[config.mk]
export PLATFORM = sky130hd
export DESIGN_NAME = mux4_rr_arbiter_flat
export DESIGN_NICKNAME = d
export VERILOG_FILES = /design/src/rtl/mux4_rr_arbiter_if.sv /design/src/rtl/mux4_rr_arbiter.sv /design/src/flat_wrapper.sv
export SDC_FILE = /design/constraint.sdc
export NUM_CORES = 1
export LEC_CHECK = 0
export CORE_UTILIZATION = 48
export CTS_BUF_LIST = sky130_fd_sc_hd__clkbuf_16
export DETAILED_ROUTE_END_ITERATION = 8
export PLACE_DENSITY = 0.79
export SLEW_MARGIN = 5
export SYNTH_ARGS = -nofsm -noshare
export SYNTH_HDL_FRONTEND = slang
export SYNTH_SLANG_ARGS = --single-unit
[constraint.sdc]
create_clock -name clk -period 6.63 [get_ports clk]
set_input_delay 1.6575 -clock clk [delete_from_list [all_inputs] [get_ports clk]]
set_output_delay 1.6575 -clock clk [all_outputs]
set_load 0.01 [all_outputs]
[src/rtl/mux4_rr_arbiter_if.sv]
// Handshake and select bundle shared by four requesters, the arbiter and the single output.
// The slave side is the arbiter; the master side is the surrounding router logic.
interface mux4_rr_arbiter_if;
  logic [3:0] in_valid;
  logic [3:0] in_last;
  logic [3:0] in_ready;
  logic       out_valid;
  logic       out_ready;
  logic       out_last;
  logic [1:0] mux_sel;
  logic [3:0] grant;
  logic       busy;

  modport master (
    output in_valid, in_last, out_ready,
    input  in_ready, out_valid, out_last, mux_sel, grant, busy
  );

  modport slave (
    input  in_valid, in_last, out_ready,
    output in_ready, out_valid, out_last, mux_sel, grant, busy
  );
endinterface

[src/rtl/mux4_rr_arbiter.sv]
// Round-robin packet arbiter steering a shared 4:1 mux; a grant is held for one packet
// (BURST_LEN beats or the last flag), followed by a single-cycle arbitration bubble.
module mux4_rr_arbiter #(
  parameter int BURST_LEN = 4,
  parameter bit USE_LAST  = 1'b1
) (
  input logic              clk,
  input logic              rst_n,
  mux4_rr_arbiter_if.slave bus
);
  localparam int CNT_W = (BURST_LEN > 1) ? $clog2(BURST_LEN) : 1;
  localparam logic [CNT_W-1:0] CNT_MAX = CNT_W'(BURST_LEN - 1);

  localparam logic [0:0] IDLE   = 1'b0;
  localparam logic [0:0] LOCKED = 1'b1;

  logic [0:0]       state_reg, state_next;
  logic [1:0]       rr_ptr_reg, rr_ptr_next;
  logic [1:0]       sel_reg, sel_next;
  logic [3:0]       grant_reg, grant_next;
  logic [CNT_W-1:0] beat_cnt_reg, beat_cnt_next;

  logic [1:0] cand_idx [4];
  logic [3:0] rot_valid;
  logic [1:0] win_off;
  logic [1:0] winner;
  logic       locked;
  logic       out_valid_w;
  logic       accept;
  logic       pkt_end;

  // rot_valid[0] is the requester at rr_ptr, so the lowest set bit is the fair winner.
  for (genvar gi = 0; gi < 4; gi++) begin : g_scan
    assign cand_idx[gi]    = rr_ptr_reg + 2'(gi);
    assign rot_valid[gi]   = bus.in_valid[cand_idx[gi]];
    assign bus.in_ready[gi] = grant_reg[gi] & bus.out_ready;
  end

  always_comb begin
    win_off = 2'd0;
    for (int k = 3; k >= 0; k--) begin
      if (rot_valid[k]) win_off = 2'(k);
    end
  end

  assign winner      = rr_ptr_reg + win_off;
  assign locked      = (state_reg == LOCKED);
  assign out_valid_w = locked & bus.in_valid[sel_reg];
  assign accept      = out_valid_w & bus.out_ready;
  assign pkt_end     = (USE_LAST & bus.in_last[sel_reg]) | (beat_cnt_reg == CNT_MAX);

  always_comb begin
    state_next    = state_reg;
    rr_ptr_next   = rr_ptr_reg;
    sel_next      = sel_reg;
    grant_next    = grant_reg;
    beat_cnt_next = beat_cnt_reg;
    case (state_reg)
      IDLE: begin
        if (|bus.in_valid) begin
          state_next    = LOCKED;
          sel_next      = winner;
          grant_next    = 4'b0001 << winner;
          beat_cnt_next = '0;
        end
      end
      default: begin
        if (accept) begin
          if (pkt_end) begin
            state_next    = IDLE;
            grant_next    = 4'b0000;
            rr_ptr_next   = sel_reg + 2'd1;
            beat_cnt_next = '0;
          end else begin
            beat_cnt_next = beat_cnt_reg + CNT_W'(1);
          end
        end
      end
    endcase
  end

  // mux_sel is not cleared on release so the datapath select stays quiet while idle.
  always_ff @(posedge clk) begin
    if (!rst_n) begin
      state_reg    <= IDLE;
      rr_ptr_reg   <= 2'd0;
      sel_reg      <= 2'd0;
      grant_reg    <= 4'b0000;
      beat_cnt_reg <= '0;
    end else begin
      state_reg    <= state_next;
      rr_ptr_reg   <= rr_ptr_next;
      sel_reg      <= sel_next;
      grant_reg    <= grant_next;
      beat_cnt_reg <= beat_cnt_next;
    end
  end

  assign bus.out_valid = out_valid_w;
  assign bus.out_last  = out_valid_w & bus.in_last[sel_reg];
  assign bus.mux_sel   = sel_reg;
  assign bus.grant     = grant_reg;
  assign bus.busy      = locked;
endmodule

[src/flat_wrapper.sv]
// flat-port wrapper written by rule: the top's interface ports become plain ports
module mux4_rr_arbiter_flat 
#(
  parameter int BURST_LEN = 4,
  parameter bit USE_LAST  = 1'b1
)
  (clk, rst_n, bus_in_valid, bus_in_last, bus_out_ready, bus_in_ready, bus_out_valid, bus_out_last, bus_mux_sel, bus_grant, bus_busy);
  mux4_rr_arbiter_if bus_i ();
  input logic clk;
  input logic rst_n;
  input wire logic [$bits(bus_i.in_valid)-1:0] bus_in_valid;
  input wire logic [$bits(bus_i.in_last)-1:0] bus_in_last;
  input wire logic [$bits(bus_i.out_ready)-1:0] bus_out_ready;
  output wire logic [$bits(bus_i.in_ready)-1:0] bus_in_ready;
  output wire logic [$bits(bus_i.out_valid)-1:0] bus_out_valid;
  output wire logic [$bits(bus_i.out_last)-1:0] bus_out_last;
  output wire logic [$bits(bus_i.mux_sel)-1:0] bus_mux_sel;
  output wire logic [$bits(bus_i.grant)-1:0] bus_grant;
  output wire logic [$bits(bus_i.busy)-1:0] bus_busy;
  assign bus_i.in_valid = bus_in_valid;
  assign bus_i.in_last = bus_in_last;
  assign bus_i.out_ready = bus_out_ready;
  assign bus_in_ready = bus_i.in_ready;
  assign bus_out_valid = bus_i.out_valid;
  assign bus_out_last = bus_i.out_last;
  assign bus_mux_sel = bus_i.mux_sel;
  assign bus_grant = bus_i.grant;
  assign bus_busy = bus_i.busy;
  mux4_rr_arbiter #(.BURST_LEN(BURST_LEN), .USE_LAST(USE_LAST)) u_core (.clk(clk), .rst_n(rst_n), .bus(bus_i));
endmodule
Word-level counts from Yosys, hierarchy flattened:

Cells that the tools add are included.
Widths: inputs -> output; s select.

* register bits: 11
* output and inout bits: 13
* logic and storage cells: 63

* $add $sub $neg: 6
* $lt $le $gt $ge: 5
* equal/unequal tests: 3
* shift operators: 1
* muxes and demuxes: 28
* bitwise operators: 9
* reduce and logical (&&, ||, !) cells: 6

Operators by type and width (number)
* $mux 2: 8
* $mux 4: 4
* $lt 2x3->1 const B: 5
* $bmux 1 s2: 6
* $mux 1: 10
* $and 1x1->1: 7
* $add 2x1->2 const B: 3
* $reduce_and 3->1: 2
* $add 2x2->2 const B: 2
* $ne 2x2->1 const B: 2
* $reduce_and 2->1: 2
* $reduce_or 4->1: 1
* $shl 1x2->4 const A: 1
* $add 2x2->2: 1
* $eq 2x2->1 const B: 1
* $reduce_bool 2->1: 1
* $not 1->1: 1
* $or 1x1->1: 1

Depth between registers and ports, before layout:

Gate-level depths: netlist (run 1).

* depth after elaboration: 11
* mapped depth: 10
* gate-level depth less buffers: 9

Worst setup path before layout (run 1):

No wires, ideal clock.

* path kind: input to output
* start point: input bus_in_valid[2]
* end point: output bus_out_last
* arrival time: 2.533 ns
* slack: 2.439 ns
* cell stages on the path: 3
* cell sequence: clkbuf_1 > mux4_2 > and3_1

* longest elaborated chain between the ends: 4

Ends and longest elaborated chain
* from (decl): RTL line flat_wrapper.sv:11 `input wire logic [$bits(bus_i.in_valid)-1:0] bus_in_valid;`
* $bmux 1 s2: RTL line mux4_rr_arbiter.sv:48 `assign out_valid_w = locked & bus.in_valid[sel_reg];`
* $mux 1 (not written as such): RTL line mux4_rr_arbiter.sv:48
* $and 1x1->1: RTL line mux4_rr_arbiter.sv:48
* $and 1x1->1: RTL line mux4_rr_arbiter.sv:100 `assign bus.out_last = out_valid_w & bus.in_last[sel_reg];`
* to (decl): RTL line flat_wrapper.sv:16 `output wire logic [$bits(bus_i.out_last)-1:0] bus_out_last;`

No other way between the ends. The select of a mux whose other input is x is not followed.

Worst setup path after layout (run 1):

Same ends and word-level chain as after synthesis.

==> impl_metrics.toml, run 1 <==
[status]
outcome = "complete, no violations"

[sta]
slew_headroom_pct = 66.9
fmax_mhz = 196
setup_viol = 0
rsz0062_at_grt = "false"
final-hold-violation-count = 0
period_needed_ns = 5.09
setup-tns-final_ns = 0
fin_ws_ns = 1.54
worstMarginPinSlew_ns = 0.493
slew_viol_final = 0
finalCritPeriodShare_pct = 76.8
clock_skew_ns = 0.000233

[clock_tree]
cts-root-buf = "clkbuf_16"
cts.sinks = 11
numCtsBuffers = 3
cts.clk_slew.worst_paths_ns = 0.04
clock_path_buffers = 2
cts_setup_buffers = 0
insertion_delay_ns = 0.23
cts_resized = 0
cts_tree = "done"
htree_levels = 1
hold_buffers = 0

[finish]
drive_above_1_share_pct = 11.5
multi_input_area_um2 = 514
final.fill_count = 110
regArea_um2 = 220
largest_reg_flops = 4
diodes = 0
syn2layout_area_growth_pct = 41.3
nets = 127
layout.cells.most_common = "clkdlybuf4s50_1"
layout_common_cells = "clkdlybuf4s50_1 (23), nor2_1 (11), dfxtp_1 (11)"

[critical_path]
cpPeakStageDelay_ns = 0.57
critPathSlowestCell = "mux4_2"
path_class = "in2out"
cp.buffers_inverters = 2
cpMostUsedCell = "clkdlybuf4s50_1"
reg2reg_slack_ns = 4.34
critPathTopFamily = "buffers and inverters"
rr_worst_depth = 8
cp-end-kind = "primary output"
start_kind = "input port"
critPathLaunch = "bus_in_valid[2]"
r2r_end = "u_core.bus.grant[0]"
worstSetupPathDepth = 4
required_ns = 4.97
path_cells = "clkdlybuf4s50_1, mux4_2, and3_1, clkdlybuf4s50_1"
reg2reg_from = "u_core.rr_ptr_reg[0]"
crit_path_end = "bus_out_last"
cp_max_fo = 8
cp.arrival_ns = 3.43

[global_routing]
grt_pass1_vias = 747
antenna_found_initial = 0
met2_usage_pct = 42.2
use_met1_pct = 29.8
gr-max-usage-layer = "met2"
grt_max_degree = 12
grt_usage_pct = 24.3
overflow = 0
grt_pass1_wl_mm = 3.27
grtUsageMet3_pct = 6.52

[pwr]
power.share.clock_pct = 43.8
p_per_area_nw_per_um2 = 227
p_sw_w = 0.0000623
p_int_w = 0.000182
seqPwrFrac_pct = 32.3
swShare_pct = 25.6
p_comb_share_pct = 23.9
ir_worst_vdd_mv = 0.164
p_leak_nw = 0.414

[routing]
first_pass_iters = 4
vias_per_cell = 6.11
drc = 0
drt_iter0_drc = 13
drtAntennaViolNets = 0
num_vias = 788
wirelength_mm = 1.88
routedWlPerCell_um = 14.6

[die]
fp-row-count = 14
start_util_pct = 51.1
die_x_um = 41.8
io_pins = 24
fp.coreArea_um2 = 1490
chipHeight_um = 41.8
fp.dieArea_um2 = 1750

[place]
portBuffers = 23
hpwl_mm = 1.37
gp_congestion = 0.915
pre_cts_ws_ns = 1.54

[flow_run]
drv_cap = 0

[hold_path]
hp-class = "reg2reg"

[yosys]
syn_nets = 103
synth_seq_cells = 11
ys_top_cells_by_area = "dfxtp_1 (29%), mux4_2 (5.9%), nor2_1 (5.4%)"
syn_area_per_cell_um2 = 8.45
yosysWarningCount = 0
syn_area_um2 = 761
synthCells = 90
synth_top_area_share_pct = 28.9
ys_types = 37
yosysSeqAreaShare_pct = 28.9
synth_area_leader_cell = "dfxtp_1"
[cell type report]
type | count | share of cell area, %
Tap cell | 16 | 1.86
Clock buffer | 3 | 6.98
Inverter | 3 | 1.05
Timing Repair Buffer | 23 | 21.4
Sequential cell | 11 | 20.5
Clock inverter | 1 | 0.349
Multi-Input combinational cell | 72 | 47.8
[worst reg2reg max path, delay by kind of cell, from the launching register on]
family	cells	cell delay, ns
compound gates	4	0.69
flops	1	0.54
simple gates	2	0.54
fa+ha+maj	1	0.22
xor+xnor	1	0.15
[layer usage]
layer  routed length (µm)  vias up
met5                    0        -
met4                    9        0
met3                   92        2
met2                  932       24
met1                  848      372
li1                     -      390
[through the flow]
stage	instances	hold WS (ns)	util [%]	instance area [µm²]	power [W]
global placement	125	0.486	66.9	996	0.000136
finish	129	0.496	72.2	1070	0.000244
CTS	129	0.498	72.2	1070	0.000246
global route	129	0.516	72.2	1070	0.000256
floorplan	90	0.484	-	761	0.000112
detailed placement	125	0.492	66.9	996	0.000137
[power by group through the flow]
stage	Combinational [W]	Clock (W)	Sequential (W)
floorplan	0.0000328	0	0.0000791
global placement	0.0000564	0	0.0000797
detailed placement	0.0000577	0	0.0000797
CTS	0.0000583	0.000109	0.0000787
global route	0.0000638	0.000112	0.0000800
finish	0.0000584	0.000107	0.0000788
[kinds of logic (layout without fill, tap and decap cells)]
group / Yosys count / in the layout / synth area share, %
muxes: 2 / 2 / 5.92
AOI/OAI and AO/OA: 27 / 27 / 28.6
adders and majority gates: 2 / 2 / 3.29
buffers and inverters: 7 / 30 / 3.45
and+or+nand+nor: 38 / 38 / 26.3
xor gates and xnor gates: 3 / 3 / 3.45
DFF: 11 / 11 / 28.9
[worst min-delay path by stage]
stage	slack, ns	to	cells past startpoint	from
after floorplan	0.48	u_core.beat_cnt_reg[1]	2	u_core.beat_cnt_reg[1]
after global placement	0.49	u_core.bus.grant[3]	2	u_core.bus.grant[3]
after detailed placement	0.49	u_core.bus.grant[3]	2	u_core.bus.grant[3]
after CTS	0.50	u_core.bus.grant[3]	2	u_core.bus.grant[3]
after global routing	0.52	u_core.bus.grant[0]	2	u_core.bus.grant[0]
final	0.50	u_core.bus.grant[3]	2	u_core.bus.grant[3]
[synth_stat cells (all sizes together)]
master / n
o2111a: 1
nor4: 1
a21o: 2
or3: 1
dfxtp: 11
clkbuf: 4
o31a: 2
nor2b: 1
a31oi: 2
xor2: 1
o2111ai: 1
o211ai: 2
nand3b: 1
ha: 2
a21oi: 6
xnor2: 2
o31ai: 3
inv: 3
mux4: 2
nand3: 6
nand2b: 1
o21ai: 1
and2: 5
or4b: 1
o32ai: 2
a211o: 1
a32oi: 1
a211oi: 3
nand2: 2
and3: 1
nor2: 12
nor3: 5
or2: 1
Power figures use the tool's default switching activity.
==> inputs of run 2 (changes only) <==
- CORE_UTILIZATION: 48 -> 40
- PLACE_DENSITY: 0.79 -> 0.7
- clock period: 6.63 -> 4.5 ns (I/O delays scaled with it)
==> impl_metrics.toml, run 2 (synthesis gave the netlist of run 1 again) <==
[status]
outcome = "complete, no violations"

[place]
gp_congestion = 0.756
place_area_um2 = 1010
hpwl_mm = 1.30
portBuffers = 23

[finish]
final.fill_count = 167
largest_reg_flops = 4
layout_common_cells = "clkdlybuf4s50_1 (23), nor2_1 (11), dfxtp_1 (11)"
drive_above_1_share_pct = 11.5
syn2layout_area_growth_pct = 42.8
postLayoutCellArea_um2 = 1090
diodes = 0
layout.cells.most_common = "clkdlybuf4s50_1"
nets = 127

[hold_path]
hp-class = "reg2reg"
hold_path_depth = 2

[clock_tree]
cts-root-buf = "clkbuf_16"
cts.clk_slew.worst_paths_ns = 0.04
hold_buffers = 0
cts_tree = "done"
htree_levels = 1
cts_setup_buffers = 0
insertion_delay_ns = 0.24
cts.sinks = 11
numCtsBuffers = 3
clock_path_buffers = 2
cts_resized = 0

[die]
chipHeight_um = 45.6
die_x_um = 45.6
fp.dieArea_um2 = 2080
fp.coreArea_um2 = 1750
io_pins = 24
start_util_pct = 43.6
fp-row-count = 15

[routing]
wirelength_mm = 1.79
num_vias = 751
first_pass_iters = 4
drt_iter0_drc = 12
routedWlPerCell_um = 13.0
drtAntennaViolNets = 0
drc = 0
vias_per_cell = 5.44

[sta]
fmax_mhz = 248
finalCritPeriodShare_pct = 89.6
period_needed_ns = 4.03
rsz0062_at_grt = "false"
final-hold-violation-count = 0
clock_skew_ns = 0.00340
setup_viol = 0
worstMarginPinSlew_ns = 0.438
setup-tns-final_ns = 0
slew_headroom_pct = 70.6
slew_viol_final = 0

[pwr]
p_per_area_nw_per_um2 = 336
ir_worst_vdd_mv = 0.254
p_leak_nw = 0.414

[global_routing]
grt_pass1_vias = 621
overflow = 0
grt_usage_pct = 19.6
grt_max_degree = 12
grt_pass1_wl_mm = 2.82
antenna_found_initial = 0

[critical_path]
cpMostUsedCell = "clkdlybuf4s50_1"
worstSetupPathDepth = 4
crit_path_end = "bus_out_last"
path_cells = "clkdlybuf4s50_1, mux4_2, and3_1, clkdlybuf4s50_1"
rr_worst_depth = 7
cpPeakStageDelay_ns = 0.57
r2r_end = "u_core.bus.grant[0]"
reg2reg_from = "u_core.rr_ptr_reg[0]"
cp.buffers_inverters = 2
critPathTopFamily = "buffers and inverters"
cp_max_fo = 8
cp-end-kind = "primary output"
required_ns = 3.38
cp.arrival_ns = 2.90
critPathLaunch = "bus_in_valid[2]"
critPathSlowestCell = "mux4_2"
path_class = "in2out"
reg2reg_slack_ns = 2.26
start_kind = "input port"

[flow_run]
drv_cap = 0
==> run 2: stage by stage <==
stage	instances	utilization, %	power [W]	setup WS [ns]	hold WS, ns
floorplan	90	-	0.000165	1.37	0.484
global placement	134	57.7	0.000202	0.495	0.483
detailed placement	134	57.7	0.000202	0.481	0.486
CTS	138	62.2	0.000367	0.478	0.492
global route	138	62.2	0.000382	0.405	0.503
finish	138	62.2	0.000365	0.470	0.484
==> run 2: where the power goes <==
part	switching, W	total, W	leakage, nW	internal [W]
Sequential	0.0000107	0.000116	0.0899	0.000105
Clock	0.0000464	0.000163	0.0423	0.000117
Combinational	0.0000397	0.0000858	0.282	0.0000461
Total	0.0000968	0.000365	0.414	0.000268
==> run 2: per-layer routing <==
layer	part of all wire [%]	track usage (%)	up-vias	wire length [µm]
met5	0	0	-	0
met2	45	30.0	24	801
li1	-	-	391	-
met1	48	25.1	331	870
met3	4.8	5.95	5	87
met4	1.9	9.09	0	34
==> run 2: final cells by class <==
class | count | area [µm²] | area share [%]
clock inverters | 1 | 3.75 | 0.346
repair buffers | 23 | 230 | 21.2
inverters | 3 | 11.3 | 1.04
clock buffers | 3 | 75.1 | 6.91
flip-flops and latches | 11 | 220 | 20.3
multi-input cells | 72 | 514 | 47.4
well taps | 25 | 31.3 | 2.88
==> run 2: tightest hold or removal path, delay by kind of cell, from the launching register on <==
family	cells	cell delay [ns]
simple gates	1	0.08
flops	1	0.31
compound gates	1	0.06
==> run 2: worst min path at each step <==
stage,startpoint,end,slack (ns)
6_report,u_core.bus.grant[1],u_core.bus.grant[1],0.48
3_5_place_dp,u_core.bus.grant[1],u_core.bus.grant[1],0.49
4_1_cts,u_core.bus.grant[1],u_core.bus.grant[1],0.49
5_1_grt,u_core.bus.grant[3],u_core.bus.grant[3],0.50
3_3_place_gp,u_core.bus.grant[1],u_core.bus.grant[1],0.48
2_1_floorplan,u_core.beat_cnt_reg[1],u_core.beat_cnt_reg[1],0.48
